$ cat src/rtl/key_step_ctrl.sv
// key_step_ctrl: turns the debounced, active-low step key into a CPU clock
// enable. Step mode gives one strobe per press plus optional auto-repeat while
// the key stays down; run mode holds the enable high.
//
//   state    | meaning
//   ---------+-----------------------------------------------------------
//   S_IDLE   | waiting for a press edge (or parked while in run mode)
//   S_HOLD   | key down, first strobe issued, timing the initial hold delay
//   S_REPEAT | key still down, issuing a strobe every REPEAT_CYCLES
//
// Strobe path: the FSM raises 'fire' in the cycle it decides to step, fire_q
// registers it, and step_pulse is registered from fire_q. The strobe therefore
// rises on the edge after the decision edge, and step_cnt advances on that
// same edge.
module key_step_ctrl #(
  parameter int unsigned HOLD_CYCLES    = 50_000_000,
  parameter int unsigned REPEAT_CYCLES  = 10_000_000,
  parameter bit          AUTO_REPEAT    = 1'b1,
  // Reset value of step_cnt; left at zero on the board, nonzero only to
  // exercise the counter wrap without issuing 64k strobes.
  parameter logic [15:0] STEP_CNT_RESET = 16'h0000
) (
  input  logic        clk,
  input  logic        rst,
  input  logic        key_n,
  input  logic        run_mode,
  output logic        step_pulse,
  output logic        cpu_en,
  output logic [15:0] step_cnt,
  output logic        key_held
);

  typedef enum logic [1:0] {
    S_IDLE   = 2'd0,
    S_HOLD   = 2'd1,
    S_REPEAT = 2'd2
  } state_t;

  localparam logic [31:0] HOLD_TC   = 32'(HOLD_CYCLES - 1);
  localparam logic [31:0] REPEAT_TC = 32'(REPEAT_CYCLES - 1);

  state_t      state;
  state_t      state_nx;
  logic [31:0] count;
  logic [31:0] count_nx;
  logic        fire;
  logic        fire_q;
  logic        run_meta;
  logic        run_mode_s;
  logic        key_d;
  logic        press_edge;

  // Two-stage synchroniser for the asynchronous run/step board switch.
  always_ff @(posedge clk) begin
    if (rst) begin
      run_meta   <= 1'b0;
      run_mode_s <= 1'b0;
    end else begin
      run_meta   <= run_mode;
      run_mode_s <= run_meta;
    end
  end

  // Previous key level; cleared in reset so a key held through reset is not
  // seen as a fresh press. Keeps tracking in run mode on purpose.
  always_ff @(posedge clk) begin
    if (rst) begin
      key_d <= 1'b0;
    end else begin
      key_d <= key_n;
    end
  end

  assign press_edge = key_d & ~key_n;

  // State register and hold/repeat timer.
  always_ff @(posedge clk) begin
    if (rst) begin
      state <= S_IDLE;
      count <= 32'd0;
    end else begin
      state <= state_nx;
      count <= count_nx;
    end
  end

  // Next-state logic; release is checked before the terminal count so a
  // release in the terminal cycle suppresses that strobe.
  always_comb begin
    state_nx = state;
    count_nx = count;
    fire     = 1'b0;
    if (run_mode_s) begin
      state_nx = S_IDLE;
      count_nx = 32'd0;
    end else begin
      case (state)
        S_IDLE: begin
          if (press_edge) begin
            state_nx = S_HOLD;
            count_nx = 32'd0;
            fire     = 1'b1;
          end
        end
        S_HOLD: begin
          if (key_n) begin
            state_nx = S_IDLE;
            count_nx = 32'd0;
          end else if (count == HOLD_TC) begin
            if (AUTO_REPEAT) begin
              state_nx = S_REPEAT;
              count_nx = 32'd0;
              fire     = 1'b1;
            end else begin
              // One strobe per press: park at the terminal value.
              count_nx = count;
            end
          end else begin
            count_nx = count + 32'd1;
          end
        end
        S_REPEAT: begin
          if (key_n) begin
            state_nx = S_IDLE;
            count_nx = 32'd0;
          end else if (count == REPEAT_TC) begin
            count_nx = 32'd0;
            fire     = 1'b1;
          end else begin
            count_nx = count + 32'd1;
          end
        end
        default: begin
          state_nx = S_IDLE;
          count_nx = 32'd0;
        end
      endcase
    end
  end

  // Strobe pipeline and step counter; a strobe still in flight when run mode
  // takes over is dropped.
  always_ff @(posedge clk) begin
    if (rst) begin
      fire_q     <= 1'b0;
      step_pulse <= 1'b0;
      step_cnt   <= STEP_CNT_RESET;
    end else begin
      fire_q     <= fire;
      step_pulse <= fire_q & ~run_mode_s;
      if (fire_q && !run_mode_s) begin
        step_cnt <= step_cnt + 16'd1;
      end
    end
  end

  // Outputs decoded from registers only, so cpu_en cannot glitch.
  always_comb begin
    key_held = (state == S_HOLD) || (state == S_REPEAT);
    cpu_en   = run_mode_s ? 1'b1 : step_pulse;
  end

endmodule

$ cat config.mk
export PLATFORM = sky130hd
export DESIGN_NAME = key_step_ctrl
export DESIGN_NICKNAME = d
export VERILOG_FILES = /design/src/rtl/key_step_ctrl.sv
export SDC_FILE = /design/constraint.sdc
export NUM_CORES = 1
export LEC_CHECK = 0
export CAP_MARGIN = 10
export CORE_MARGIN = 4
export CORE_UTILIZATION = 55
export CTS_CLUSTER_SIZE = 30
export DETAILED_ROUTE_END_ITERATION = 10
export DONT_BUFFER_PORTS = 1
export PLACE_DENSITY_LB_ADDON = 0.05
export SYNTH_ARGS = -nofsm -noshare
export SYNTH_HDL_FRONTEND = slang
export SYNTH_SLANG_ARGS = --single-unit
$ cat constraint.sdc
create_clock -name clk -period 2 [get_ports clk]
set_clock_uncertainty 0.2 [all_clocks]
set_input_delay 0.3 -clock clk [delete_from_list [all_inputs] [get_ports clk]]
set_output_delay 0.3 -clock clk [all_outputs]
set_load 0.01 [all_outputs]
==> run summary <==
Outcome: complete, but fails checks
Failing checks: negative setup slack
Crit path capture type: register
Final HPWL DP: 6392 um
Crit-path slowest cell: or4b_4
Ys flop type: dfxtp_1
Post-synth net total: 404
Drt pass-1 iters: 5
Clock sink total: 55
Leakage power: 1.530 nW
CP bufs+invs: 2
TritonCTS clock tree: done
Post-route DRC: 0
Tot Pwr: 2.257 mW
Largest net degree at the start of global routing: 30
WL final: 10250 um
Unrepaired setup endpoints after global routing: true
Max-Cap Viols: 0
CP Class: register to register
Layout area overhead: 35.64%
Least-Margin Pin Slew: 0.7113 ns
Finished Cell Area: 4324 um2
Worst Path Max Fanout: 5
CP arrival: 2.14 ns
Crit path required time: 2.00 ns
# fillers: 394
RD Place Congestion: 0.9176
CTS H-tree depth: 2
Proportion of layout cells with a drive suffix above 1: 34.88%
Peak supply drop: 0.0004115 V
PortBufs: 0
Row cnt: 27
Final critical path time including I/O delays and setup: 2.138 ns
Power Density: 522.0 nW/um2
Place WS: -0.1596 ns
Initial antenna violation count: 0
Max stage delay on crit path: 0.51 ns
CTS Root Cell: clkbuf_8
Sequential-to-total area share from yosys stat: 34.54%
Count of final max-slew check failures: 0
Via count: 3457
Cell Area, Synth: 3188 um2
Final hold violations: 0
Startpoint Class: register
Layout Cells excl Fill: 525
Clk slew on worst S/H paths: 0.10 ns
Dpl cell area: 3765 um2
Gr usage total: 28.10%
Worst Reg2Reg Path Length in Cells: 7
Ant diodes: 0
Cell variety after synth: 48
Slew headroom: 52.58%
Commonest non-fill, non-tap cell in the layout: buf_4
Initial core utilization: 57.19%
Die Footprint: 7079 um2
Critical path depth: 7
CP top delay family: simple AND/OR/NAND/NOR gates
Chip width: 84.14 um
Final setup margin: -0.1383 ns
Layout net count: 462
Worst Hold Depth: 2
Most frequent cells in the layout: buf_4, dfxtp_1, nand2_1
EDFF count, synth: 0
1st-iter DRT viols: 338
WL/cell: 19.53 um
Clock Latency Late Sink: 0.32 ns
CP dominant cell by count: buf_6
Chip height: 84.14 um
Clk buf depth: 2
Async SR Flop Fraction: 0%
Fmax: 467.7 MHz
First-pass GRT wire length: 16390 um
Placed insts: 507
Post-synthesis register bit count: 55
Yosys Warn Count: 0
CP cell instances: buf_6 -> or4b_4 -> nor3_4 -> a31oi_4 -> o21ai_4 -> buf_6 -> o211ai_1
Vias per cell: 6.585
Final setup fails: 34
Vias in the first global route: 3372
Syn Inst Count: 394
Core area: 5574 um2
Num ports: 23
Post-synthesis average cell area: 8.092 um2
Remaining antenna violation count: 0
CTS buffer count: 5
GR Overflow Total: 0
Worst Hold Class: primary input to register
Period utilization: 106.9%
report_power, final:
group          leakage, nW  internal (mW)  switching, mW
clock network       0.0644          0.499          0.390
registers            0.452           1.10        0.00620
logic                 1.01         0.0865          0.177
final timing paths:
path / startpoint / to / slack [ns]
max: count[17] / count[24] / -0.14
min: key_n / state[1] / 0.08
max reg2reg: count[17] / count[24] / -0.14
min reg2reg: run_meta / run_mode_s / 0.27
synth_stat cells (11+ instances only):
cell / instances / share of area [%]
dfxtp_1: 55 / 35
nand2_1: 38 / 4.5
a211oi_1: 11 / 2.6
nand4_1: 15 / 2.9
clkbuf_1: 21 / 2.5
nor3_1: 17 / 2.7
nand3_1: 21 / 3.3
a21oi_1: 13 / 2.0
o221ai_1: 12 / 3.3
xor2_1: 17 / 4.7
nor2_1: 28 / 3.3
repair_timing:
item / 4_1_cts / 5_1_grt
gates resized for setup: 56 / 23
setup endpoints to repair: 34 / 39
pin swaps: 11 / 9
buffers inserted: 1 / 5
cloned: 1 / 0
hold buffers: 3 / 0
endpoints found under the hold margin: 20 / 0
per-layer routing:
metal,share of wire [%],wire length (um),global-route usage [%],up-vias
met4,3.2,326,13.16,0
met3,7.5,770,6.281,33
met2,49,5026,45.91,180
met1,40,4129,35.13,1652
li1,-,-,-,1592
met5,0,0,0,-
registers in the layout, indices dropped and copies added (netlist names):
register and count:
count 32, fire_q 1, key_d 1, run_meta 1, run_mode_s 1, state 2, step_cnt 16, step_pulse 1
cell families (layout without fill, tap and decap cells):
logic type	after synthesis	after routing	synth area share, %
flops	55	55	34.54
xor+xnor	23	23	6.319
compound gates	78	78	17.70
buf+inv	36	95	4.435
simple gates	195	195	34.34
mux	1	1	0.3140
fa+ha+maj	6	6	2.355
metrics by stage:
step                      TNS (ns)  util, %  hold slack, ns
after floorplan                  0        -          0.2138
after detailed placement    -2.995    67.54          0.1748
final                       -2.754    77.58         0.08257
after global placement      -2.304    67.54          0.1708
after CTS                   -1.619    75.17         0.08054
after global routing        -4.663    77.58         0.08330
layout make-up:
cell class | count | area (um2) | area share, %
clock buffers | 5 | 68.82 | 1.591
clock inverters | 3 | 67.56 | 1.562
inverters | 8 | 30.03 | 0.6944
multi-input cells | 303 | 2272 | 52.55
flip-flops and latches | 55 | 1125 | 26.01
well taps | 72 | 90.09 | 2.083
repair buffers | 79 | 670.6 | 15.51
(Power assumes the default switching activity.)
